===== config.mk =====
export PLATFORM = sky130hd
export DESIGN_NAME = io_access_sequencer
export DESIGN_NICKNAME = d
export VERILOG_FILES = /design/src/rtl/io_access_sequencer_pkg.sv /design/src/rtl/io_access_sequencer_sync.sv /design/src/rtl/io_access_sequencer.sv
export SDC_FILE = /design/constraint.sdc
export NUM_CORES = 1
export LEC_CHECK = 0
export CORE_MARGIN = 10
export CORE_UTILIZATION = 49
export DETAILED_ROUTE_END_ITERATION = 8
export GPL_TIMING_DRIVEN = 0
export PLACE_DENSITY = 0.8
export SYNTH_ARGS = -nofsm -noshare
export SYNTH_HDL_FRONTEND = slang
export SYNTH_SLANG_ARGS = --single-unit

===== constraint.sdc =====
create_clock -name clk -period 2.9 [get_ports clk]
set_clock_uncertainty 0.05 [all_clocks]
set_input_delay 0.58 -clock clk [delete_from_list [all_inputs] [get_ports clk]]
set_output_delay 0.58 -clock clk [all_outputs]
set_load 0.005 [all_outputs]

===== src/rtl/io_access_sequencer_pkg.sv =====
// io_access_sequencer_pkg: I/O address map constants and sequencer state encoding
package io_access_sequencer_pkg;
    localparam logic [3:0] IO_SPACE  = 4'hF;
    localparam logic [7:0] OFF_HEX   = 8'h00;
    localparam logic [7:0] OFF_LEDR  = 8'h04;
    localparam logic [7:0] OFF_LEDG  = 8'h08;
    localparam logic [7:0] OFF_KEY   = 8'h10;
    localparam logic [7:0] OFF_SW    = 8'h14;
    localparam logic [7:0] OFF_KCTRL = 8'h18;
    typedef enum logic [1:0] {S_IDLE, S_ACCESS, S_DONE} state_t;
endpackage


===== src/rtl/io_access_sequencer_sync.sv =====
// io_sync_debounce: 2-flop synchronizer feeding a candidate register that is accepted after a stable run
module io_sync_debounce #(
    parameter int           W               = 10,
    parameter int           DEBOUNCE_CYCLES = 16,
    parameter logic [W-1:0] RST_VAL         = '0
) (
    input  logic         clk,
    input  logic         reset,
    input  logic [W-1:0] i_d,
    output logic [W-1:0] o_q
);
    localparam int            CW      = $clog2(DEBOUNCE_CYCLES + 1);
    localparam logic [CW-1:0] CNT_MAX = CW'(DEBOUNCE_CYCLES - 1);
    logic [W-1:0]  r_s1, r_s2, r_cand, r_q;
    logic [CW-1:0] r_cnt;
    logic          w_stable;
    assign w_stable = r_s2 == r_cand;
    assign o_q      = r_q;
    always_ff @(posedge clk) begin
        if (reset) begin
            r_s1   <= RST_VAL;
            r_s2   <= RST_VAL;
            r_cand <= RST_VAL;
            r_q    <= RST_VAL;
            r_cnt  <= '0;
        end else begin
            r_s1   <= i_d;
            r_s2   <= r_s1;
            r_cand <= r_s2;
            r_cnt  <= !w_stable ? '0 : (r_cnt == CNT_MAX ? r_cnt : r_cnt + 1'b1);
            if (w_stable && r_cnt == CNT_MAX) r_q <= r_cand;
        end
    end
endmodule


===== src/rtl/io_access_sequencer.sv =====
// io_access_sequencer: MEM-stage wait-state sequencer for memory-mapped board I/O
module io_access_sequencer
    import io_access_sequencer_pkg::*;
#(
    parameter int DBITS           = 32,
    parameter int WAIT_CYCLES     = 1,
    parameter int DEBOUNCE_CYCLES = 16
) (
    input  logic             clk,
    input  logic             reset,
    input  logic [DBITS-1:0] dataAddr,
    input  logic             isLoad,
    input  logic             isStore,
    input  logic [DBITS-1:0] wrtData,
    output logic             dataWrtEn,
    output logic             stall,
    output logic [DBITS-1:0] ioRdData,
    output logic             ioRdValid,
    input  logic [3:0]       KEY,
    input  logic [9:0]       SW,
    output logic [9:0]       LEDR,
    output logic [7:0]       LEDG,
    output logic [15:0]      HEX
);
    localparam logic [3:0] CNT_LOAD = 4'(WAIT_CYCLES > 0 ? WAIT_CYCLES - 1 : 0);
    state_t           r_state, w_next;
    logic [3:0]       r_cnt, r_key_prev, w_key_sync, w_key_state;
    logic [7:0]       r_off, r_ledg;
    logic             r_is_load, r_ready, r_overrun;
    logic [15:0]      r_wdata, r_hex;
    logic [9:0]       r_ledr, w_sw;
    logic [DBITS-1:0] r_rd_hold, w_rd;
    logic             w_io_space, w_io_req, w_done, w_rd_done, w_wr_done;
    logic             w_key_edge, w_key_clr, w_ovr_clr, w_unused;
    io_sync_debounce #(.W(10), .DEBOUNCE_CYCLES(DEBOUNCE_CYCLES), .RST_VAL(10'h000)) u_sw (
        .clk(clk), .reset(reset), .i_d(SW), .o_q(w_sw)
    );
    // KEY idles high (released), so its synchronizer resets to all ones to avoid a false edge
    io_sync_debounce #(.W(4), .DEBOUNCE_CYCLES(1), .RST_VAL(4'hF)) u_key (
        .clk(clk), .reset(reset), .i_d(KEY), .o_q(w_key_sync)
    );
    assign w_unused    = &{1'b0, dataAddr[DBITS-5:8], wrtData[DBITS-1:16]};
    assign w_io_space  = dataAddr[DBITS-1 -: 4] == IO_SPACE;
    assign w_io_req    = (isLoad | isStore) & w_io_space;
    assign dataWrtEn   = isStore & ~isLoad & ~w_io_space;
    assign stall       = ((r_state == S_IDLE) & w_io_req) | (r_state == S_ACCESS);
    assign w_done      = r_state == S_DONE;
    assign w_rd_done   = w_done & r_is_load;
    assign w_wr_done   = w_done & ~r_is_load;
    assign ioRdValid   = w_rd_done;
    assign ioRdData    = w_rd_done ? w_rd : r_rd_hold;
    assign w_key_state = ~w_key_sync;
    assign w_key_edge  = |(w_key_state & ~r_key_prev);
    assign w_key_clr   = w_rd_done & (r_off == OFF_KEY);
    assign w_ovr_clr   = w_wr_done & (r_off == OFF_KCTRL) & ~r_wdata[1];
    assign LEDR        = r_ledr;
    assign LEDG        = r_ledg;
    assign HEX         = r_hex;
    always_comb begin
        w_next = r_state;
        case (r_state)
            S_IDLE:   w_next = !w_io_req ? S_IDLE : (WAIT_CYCLES == 0 ? S_DONE : S_ACCESS);
            S_ACCESS: w_next = !w_io_req ? S_IDLE : (r_cnt == 4'd0 ? S_DONE : S_ACCESS);
            default:  w_next = S_IDLE;
        endcase
    end
    always_comb begin
        w_rd = '0;
        case (r_off)
            OFF_KEY:   w_rd[3:0] = w_key_state;
            OFF_SW:    w_rd[9:0] = w_sw;
            OFF_KCTRL: w_rd[1:0] = {r_overrun, r_ready};
            default:   w_rd = '0;
        endcase
    end
    always_ff @(posedge clk) begin
        if (reset) begin
            r_state    <= S_IDLE;
            r_cnt      <= '0;
            r_off      <= '0;
            r_is_load  <= 1'b0;
            r_wdata    <= '0;
            r_rd_hold  <= '0;
            r_ledr     <= '0;
            r_ledg     <= '0;
            r_hex      <= '0;
            r_key_prev <= '0;
            r_ready    <= 1'b0;
            r_overrun  <= 1'b0;
        end else begin
            r_state <= w_next;
            if (r_state == S_IDLE && w_io_req) begin
                r_cnt     <= CNT_LOAD;
                r_off     <= dataAddr[7:0];
                r_is_load <= isLoad;
                r_wdata   <= wrtData[15:0];
            end else if (r_state == S_ACCESS) begin
                r_cnt <= r_cnt - 1'b1;
            end
            if (w_rd_done) r_rd_hold <= w_rd;
            if (w_wr_done && r_off == OFF_HEX) r_hex <= r_wdata;
            if (w_wr_done && r_off == OFF_LEDR) r_ledr <= r_wdata[9:0];
            if (w_wr_done && r_off == OFF_LEDG) r_ledg <= r_wdata[7:0];
            r_key_prev <= w_key_state;
            // a fresh edge beats a same-cycle KEY-read clear and then does not count as an overrun
            r_ready   <= w_key_edge | (r_ready & ~w_key_clr);
            r_overrun <= (w_key_edge & r_ready & ~w_key_clr) | (r_overrun & ~w_ovr_clr);
        end
    end
endmodule


# After elaboration in Yosys (flattened, before gate mapping)
# Index checks and enable logic that the tools add are counted.
[word_totals]
elab_cells = 86
out_inout_bits = 69
regBits = 165
[op_classes]
n_reduce_logical = 13
n_addsub = 3
mux = 8
bitwise = 29
n_eq_ne = 11
[ops]
columns = ["operator", "count"]
rows = [
  ["32-bit two-way mux", 1],
  ["8-bit by 5-bit equality test with 1-bit output, second input constant", 3],
  ["1-bit bitwise AND", 13],
  ["10-bit equality test", 1],
  ["1-bit NOT", 9],
  ["8-bit by 3-bit equality test with 1-bit output, second input constant", 1],
  ["8-bit by 4-bit equality test with 1-bit output, second input constant", 1],
  ["8-bit logical NOT", 1],
  ["4-bit NOT", 2],
  ["2-bit case mux with 2 select lines", 2],
  ["1-bit logical AND", 6],
  ["6-bit two-way mux", 1],
  ["2-bit case mux with 3 select lines", 1],
  ["5-bit by 1-bit adder with 5-bit output, second input constant", 1],
  ["5-bit by 4-bit equality test with 1-bit output, second input constant", 1],
  ["4-bit bitwise AND", 1],
  ["4-bit equality test", 1],
  ["4-bit equality test, second input constant", 1],
  ["4-bit logical NOT", 1],
  ["2-bit two-way mux", 2],
  ["1-bit OR", 4],
  ["2-bit OR reduction", 2],
  ["4-bit OR reduction", 1],
  ["4-bit by 1-bit subtractor with 4-bit output, second input constant", 1],
  ["6 further kinds", 6],
]

# Logic depth before layout (Yosys ltp)
# Gate-level depths: netlist of run 1.
[depth]
word_depth = 7
ltp_mapped = 7
depth_no_buf = 6

# By module
# From an unflattened synthesis of run 1, not the netlist that was laid out.
[hier_totals]
cells_unflattened = 570
hier_area_um2 = 6015.8
[modules_own_cells]
columns = ["module", "area_each_um2", "n_inst", "cells_per_inst"]
rows = [
  ["io_access_sequencer", 3853.7, 1, 376],
  ["io_sync_debounce (u_sw)", 1596.5, 1, 144],
  ["io_sync_debounce (u_key)", 565.5, 1, 50],
]

# Least setup slack after synthesis of run 1
# No wires, ideal clock.
[synth_path]
path_kind = "register to output"
start = "reg r_off[7]"
end = "out ioRdData[0]"
n_path_buf = 0
t_arrival_ps = 1669
stages_incl_launch_ff = 5
path_slack_ps = 601
required_ps = 2270
path_cell_list = "dfxtp_1 or4b_4 or2_4 or4_4 nand2_1"
[synth_via]
elab_chain_len = 3
[synth_lines]
columns = ["element", "line", "rtl"]
rows = [
  ["start: declaration", "io_access_sequencer.sv:28", "logic [7:0] r_off, r_ledg;"],
  ["start signal: assignment", "io_access_sequencer.sv:94", "r_off <= dataAddr[7:0];"],
  ["8-bit by 5-bit equality test with 1-bit output", "io_access_sequencer.sv:69", "case (r_off)"],
  ["2-bit case mux with 3 select lines (*)", "io_access_sequencer.sv:69", ""],
  ["32-bit two-way mux (*)", "n/a", ""],
  ["end: declaration", "io_access_sequencer.sv:17", "output logic [DBITS-1:0] ioRdData,"],
]
# Mark *: on every way between the ends. The rest lies on a longest branch, timed or not.

# Worst setup path after layout of run 1
[layout_path]
start = "reg r_off[5]"
end = "out ioRdData[0]"
# Same word-level chain as after synthesis.

==> results of run 1 <==
sequential cells by signal, indices dropped and copies added, names as in the netlist, 2 cells and up:
signal and flops:
u_sw.o_q 10, LEDR 10, u_sw.r_cnt 5, r_off 8
u_key.r_cand 4, u_key.r_s1 4, u_sw.r_s2 10, r_rd_hold 32
r_key_prev 4, r_cnt 4, LEDG 8, u_key.r_s2 4
r_state 2, HEX 16, r_wdata 16, u_sw.r_s1 10
u_key.o_q 4, u_sw.r_cand 10
report_power, final:
group	internal, mW	total, mW	switching [mW]
sequential	2.31	2.34	0.0288
clock	1.52	2.40	0.883
combinational	0.114	0.240	0.126
total	3.95	4.98	1.04
repair_timing:
| action | in CTS | in global routing |
|---|---|---|
| pin swaps | 6 | 1 |
| setup endpoints to repair | 33 | 31 |
| resized for setup | 28 | 8 |
| buffers inserted | 7 | 3 |
kinds of logic after synthesis:
kind of cell,count (synthesis),synth area share (%)
AND/OR/NAND/NOR,247,23.1
flip-flops,165,55.0
AO/OA/AOI/OAI,99,9.28
buffers and inverters,49,3.18
multiplexers,37,6.18
XOR/XNOR,18,2.62
adder cells (fa/ha/maj),3,0.625
other,1,0.0624
cells in the mapped netlist, types with 2 or more instances:
master,n
nand2_1,24
nor2_1,43
or2_2,14
a21oi_1,39
buf_2,6
o21ai_0,39
nand3b_1,3
dfxtp_1,165
nor3_1,3
and2_1,30
o31ai_1,4
xnor2_1,6
a22o_1,8
clkbuf_1,33
xor2_1,12
and3_1,26
o22ai_1,2
or4_4,2
nand4_1,12
a22oi_1,2
nor2b_1,34
nand3_1,38
nand2b_1,3
inv_1,7
nor4_1,4
buf_1,3
ha_1,3
mux2i_1,36
a21oi_2,2
worst max-delay path: cells and delay by family, from the launching register on:
family | cells | cell delay, ns
flip-flops | 1 | 0.32
buffers and inverters | 1 | 0.10
AND/OR/NAND/NOR | 4 | 1.42
layer usage:
layer / vias up / wire [um] / part of all wire (%) / track usage (%)
li1: 2402 / - / - / -
met1: 2296 / 6420 / 42 / 20.9
met2: 191 / 7400 / 48 / 29.2
met3: 32 / 1120 / 7.3 / 5.08
met4: 0 / 348 / 2.3 / 6.87
met5: - / 0 / 0 / 0
worst max-delay path by stage:
stage                  end             startpoint  slack, ns  cells after the start
5_1_grt        ioRdData[0]  r_off[5]$_SDFFE_PP0P_      -0.04                      5
3_3_place_gp   ioRdData[0]  r_off[7]$_SDFFE_PP0P_       0.02                      5
6_report       ioRdData[0]  r_off[5]$_SDFFE_PP0P_       0.01                      5
3_5_place_dp   ioRdData[0]  r_off[7]$_SDFFE_PP0P_     -0.002                      5
4_1_cts        ioRdData[0]  r_off[5]$_SDFFE_PP0P_      -0.01                      5
2_1_floorplan  ioRdData[0]  r_off[7]$_SDFFE_PP0P_       0.60                      4
layout make-up:
class / count / area (um^2)
repair buffers: 123 / 1200
multi-input cells: 405 / 2550
clock inverters: 13 / 206
well taps: 147 / 184
plain buffers: 42 / 176
clock buffers: 17 / 425
fillers: 911 / 3940
flip-flops and latches: 165 / 3310
inverters: 7 / 26.3
cell usage in the layout (no fill, tap or decap), drive strengths merged, types with 2 or more instances in the layout:
| cell type | n |
|---|---|
| a21oi | 41 |
| a22o | 8 |
| a22oi | 2 |
| and2 | 30 |
| and3 | 26 |
| buf | 22 |
| bufinv | 5 |
| clkbuf | 49 |
| clkdlybuf4s50 | 103 |
| clkinv | 4 |
| clkinvlp | 2 |
| dfxtp | 165 |
| dlygate4sd2 | 7 |
| ha | 3 |
| inv | 9 |
| mux2i | 36 |
| nand2 | 24 |
| nand2b | 3 |
| nand3 | 38 |
| nand3b | 3 |
| nand4 | 12 |
| nor2 | 44 |
| nor2b | 34 |
| nor3 | 3 |
| nor4 | 6 |
| o21ai | 39 |
| o22ai | 2 |
| o31ai | 4 |
| or2 | 15 |
| or4 | 3 |
| xnor2 | 6 |
| xor2 | 12 |
stage by stage:
stage,cells,TNS [ns],power [mW],utilization (%)
final,919,0,4.98,67.2
after global routing,919,-0.0619,5.13,67.2
after CTS,916,-0.0161,5.01,66.8
after detailed placement,879,-0.00160,2.62,61.0
after global placement,879,0,2.61,61.0
after floorplan,619,0,2.51,-
==> impl_metrics.py, run 1 <==
metrics = {
    "floorplan": {
        "fp.coreArea_um2": 12000,
        "initial_utilization_pct": 50.0,
        "rows": 40,
        "die_w_um": 131,
        "die_area_um2": 17100,
        "io_pins": 151,
        "die_h_um": 131,
    },
    "critical_path": {
        "cp_max_fo": 5,
        "cp_slowest_cell": "or4b_4",
        "cp-start-kind": "register",
        "crit_path_end_kind": "output pin",
        "r2r-start": "r_off[5]$_SDFFE_PP0P_",
        "crit_type": "reg -> out",
        "r2r_cells": 6,
        "ff2ff_setup_slack_ns": 0.46,
        "slowest_delay_ns": 0.59,
        "crit_chain": "or4b_4 -> or2_4 -> or4_4 -> nand2_2 -> buf_6",
        "arrival_ns": 2.26,
        "crit_required_ns": 2.27,
        "r2r_end": "HEX[15]$_SDFFE_PP0P_",
    },
    "placement": {
        "place_ws_ns": -0.00160,
        "dp_hpwl_um": 11000,
        "io_buffers": 113,
        "routabilityCongestion": 0.873,
        "placed_area_um2": 7330,
    },
    "synthesis": {
        "synth_top_cell_area_share_pct": 55.0,
        "syn_area_per_cell_um2": 9.71,
        "synth_top_area_cell": "dfxtp_1",
        "synth_cell_types": 45,
        "synthTopCellsByArea": "dfxtp_1 55%, mux2i_1 6.0%, nor2b_1 3.5%, a21oi_1 3.2%, o21ai_0 3.2%",
        "syn_inst": 619,
        "ys_ff_latch": 165,
        "yosysSeqAreaShare_pct": 55.0,
        "syn_nets": 704,
        "async_flop_share_pct": 0,
        "synth_edf_count": 0,
        "synth_ff_type": "dfxtp_1",
        "ys.warnings.count": 0,
        "syn_area_um2": 6010,
    },
    "grt": {
        "grt_pass1_wl_um": 23900,
        "grt_max_degree": 17,
        "antenna_found_initial": 0,
        "grt_pass1_vias": 4868,
        "grt.overflow.total": 0,
        "track_usage_pct": 17.5,
    },
    "cells_and_area": {
        "fin_area_um2": 8080,
        "nNetsFinal": 846,
        "drive_gt1_share_pct": 11.0,
        "diodes": 0,
        "areaGrowthSynthToFinish_pct": 34.3,
    },
    "sta": {
        "whs_ns": 0.359,
        "setup_viol": 0,
        "timing.final.crit_share_pct": 99.6,
        "fmax_mhz": 346,
        "worst_slew_pin_slew_ns": 0.924,
        "fin_crit_ns": 2.89,
        "hold_viol_final": 0,
        "drv_slew": 0,
        "grt_setup_unrepaired": "yes",
        "relSlewSlack_pct": 37.9,
        "timing.final.ws_setup_ns": 0.0112,
    },
    "clocking": {
        "path_clk_slew_ns": 0.06,
        "tritoncts": "yes",
        "hold_buffers": 0,
        "clk_latency_ns": 0.42,
        "clock_sinks": 165,
        "cts_max_level": 4,
        "clockBufferDepth": 2,
        "cts_root_buf": "clkbuf_16",
        "numCtsBuffers": 17,
    },
    "routing": {
        "drc": 0,
        "wl_per_cell_um": 16.6,
        "wirelength_um": 15300,
        "antenna_left": 0,
        "avgViaCountPerCell": 5.35,
        "vias": 4921,
        "drt_first_iter_violations": 400,
        "dr.pass1.iters": 6,
    },
    "flow_run": {
        "drv_cap": 0,
    },
    "power": {
        "leakagePower_nw": 3.18,
        "max-vdd-ir-drop_uv": 385,
        "power.density_nw_per_um2": 617,
    },
    "worst_hold_path": {
        "hold-path-endpoint": "u_key.r_s2[0]$_SDFF_PP1_",
        "hold_path.class": "reg -> reg",
        "min_from": "u_key.r_s1[0]$_SDFF_PP1_",
        "hold-path-cell-count": 1,
    },
    "outcome": {
        "outcome": "finished clean",
    },
}
Power figures use the tool's default switching activity.
==> run 2: changes to the inputs <==
--- a/config.mk
+++ b/config.mk
@@ -10,6 +10,7 @@
 export DETAILED_ROUTE_END_ITERATION = 8
 export GPL_TIMING_DRIVEN = 0
 export PLACE_DENSITY = 0.8
+export REMOVE_ABC_BUFFERS = 1
 export SYNTH_ARGS = -nofsm -noshare
 export SYNTH_HDL_FRONTEND = slang
 export SYNTH_SLANG_ARGS = --single-unit
==> impl_metrics.py, run 2 (same netlist as run 1, synthesis figures left out) <==
metrics = {
    "clocking": {
        "cts_root_buf": "clkbuf_16",
        "path_clk_slew_ns": 0.06,
        "numCtsBuffers": 17,
        "cts_max_level": 4,
        "clock_sinks": 165,
        "clockBufferDepth": 2,
        "tritoncts": "yes",
        "clk_latency_ns": 0.42,
    },
    "sta": {
        "relSlewSlack_pct": 29.0,
        "fmax_mhz": 340,
        "whs_ns": 0.363,
        "grt_setup_unrepaired": "yes",
        "worst_slew_pin_slew_ns": 1.06,
        "drv_slew": 0,
        "tns_ns": -0.0797,
        "timing.final.ws_setup_ns": -0.0439,
        "setup_viol": 2,
        "timing.final.crit_share_pct": 102,
        "fin_crit_ns": 2.94,
        "hold_viol_final": 0,
    },
    "placement": {
        "place_ws_ns": -0.00214,
        "dp_hpwl_um": 9500,
        "io_buffers": 114,
        "placedCellCount": 844,
        "placed_area_um2": 7260,
        "routabilityCongestion": 0.806,
    },
    "grt": {
        "track_usage_pct": 17.0,
        "grt.overflow.total": 0,
        "grt_pass1_vias": 4688,
        "grt_max_degree": 95,
        "grt_pass1_wl_um": 22900,
        "antenna_found_initial": 0,
    },
    "critical_path": {
        "r2r-start": "r_off[5]$_SDFFE_PP0P_",
        "crit_type": "reg -> out",
        "ff2ff_setup_slack_ns": 0.35,
        "r2r_cells": 5,
        "cp-start-kind": "register",
        "path_buf_inv": 1,
        "slowest_delay_ns": 0.57,
        "crit_required_ns": 2.27,
        "cp_slowest_cell": "or4b_4",
        "crit_path_end_kind": "output pin",
        "crit_chain": "or4b_4 -> or2_4 -> or4_4 -> nand2_4 -> buf_6",
        "arrival_ns": 2.31,
        "cp_max_fo": 4,
        "r2r_end": "HEX[2]$_SDFFE_PP0P_",
        "critical_path.top_delay_family": "simple AND/OR/NAND/NOR gates",
    },
    "power": {
        "p_total_mw": 4.81,
        "leakagePower_nw": 3.12,
        "max-vdd-ir-drop_uv": 417,
        "power.density_nw_per_um2": 603,
    },
    "worst_hold_path": {
        "min_from": "u_key.r_s1[3]$_SDFF_PP1_",
        "hold_path.class": "reg -> reg",
        "hold-path-endpoint": "u_key.r_s2[3]$_SDFF_PP1_",
        "hold-path-cell-count": 1,
    },
    "routing": {
        "dr.pass1.iters": 5,
        "drc": 0,
        "avgViaCountPerCell": 5.31,
        "antenna_left": 0,
        "drt_first_iter_violations": 270,
        "wirelength_um": 14100,
        "vias": 4708,
        "wl_per_cell_um": 15.9,
    },
    "cells_and_area": {
        "mostFrequentLayoutCells": "159 x dfxtp_1, 103 x clkdlybuf4s50_1, 43 x nor2_1, 39 x a21oi_1, 39 x o21ai_0",
        "fillers": 974,
        "nNetsFinal": 813,
        "largest-register": "r_rd_hold",
        "largest_reg_flops": 32,
        "areaGrowthSynthToFinish_pct": 32.8,
        "fin_area_um2": 7980,
        "final_cells": 887,
        "layout_commonest_cell": "dfxtp_1",
        "final_util_pct": 66.4,
        "diodes": 0,
        "drive_gt1_share_pct": 12.4,
    },
    "floorplan": {
        "initial_utilization_pct": 50.0,
        "rows": 40,
        "io_pins": 151,
        "fp.coreArea_um2": 12000,
        "die_h_um": 131,
        "die_w_um": 131,
        "die_area_um2": 17100,
    },
    "outcome": {
        "outcome": "complete, but fails checks",
        "violations": "setup timing",
    },
    "flow_run": {
        "drv_cap": 0,
    },
}
[run 2: cell count changes in the layout (fill, tap and decap cells not counted), moves of 3 or more]
cell           delta
buf_1             -3
buf_2             -6
buf_4             +3
clkbuf_1         -26
clkbuf_2          +3
dlygate4sd2_1     -6
[run 2: layout make-up]
class / count / area [um^2] / area share [%]
flip-flops and latches: 165 / 3310 / 41.5
repair buffers: 132 / 1310 / 16.4
clock inverters: 9 / 128 / 1.60
well taps: 147 / 184 / 2.30
clock buffers: 22 / 464 / 5.82
inverters: 7 / 26.3 / 0.329
multi-input cells: 405 / 2560 / 32.1
[run 2: what timing repair did]
item,in CTS,in global routing
gates resized for setup,26,19
hold buffers,0,0
pin swaps,5,4
setup buffers,6,5
endpoints found under the setup margin,10,4
hold endpoints to repair,0,0
[run 2: routing by layer]
| layer | wire, um | part of all wire [%] | track usage (%) | vias to the layer above |
|---|---|---|---|---|
| li1 | - | - | - | 2343 |
| met1 | 5690 | 40 | 17.9 | 2224 |
| met2 | 6810 | 48 | 28.0 | 125 |
| met3 | 1460 | 10 | 9.15 | 16 |
| met4 | 180 | 1.3 | 6.93 | 0 |
| met5 | 0 | 0 | 0 | - |
[run 2: where the power goes]
part	internal (mW)	switching, mW	total, mW
sequential	2.31	0.0288	2.34
clock	1.39	0.844	2.23
combinational	0.117	0.117	0.234
total	3.82	0.990	4.81
[run 2: worst max path at each step]
| stage | slack [ns] | cells past startpoint | to | from |
|---|---|---|---|---|
| floorplan | -0.96 | 4 | r_is_load$_SDFFE_PP0P_ | dataAddr[30] |
| global placement | -3.73 | 4 | r_overrun$_SDFF_PP0_ | reset |
| detailed placement | -0.002 | 5 | ioRdData[0] | r_off[7]$_SDFFE_PP0P_ |
| CTS | -0.09 | 5 | ioRdData[0] | r_off[6]$_SDFFE_PP0P_ |
| global route | -0.09 | 5 | ioRdData[0] | r_off[5]$_SDFFE_PP0P_ |
| finish | -0.04 | 5 | ioRdData[0] | r_off[5]$_SDFFE_PP0P_ |
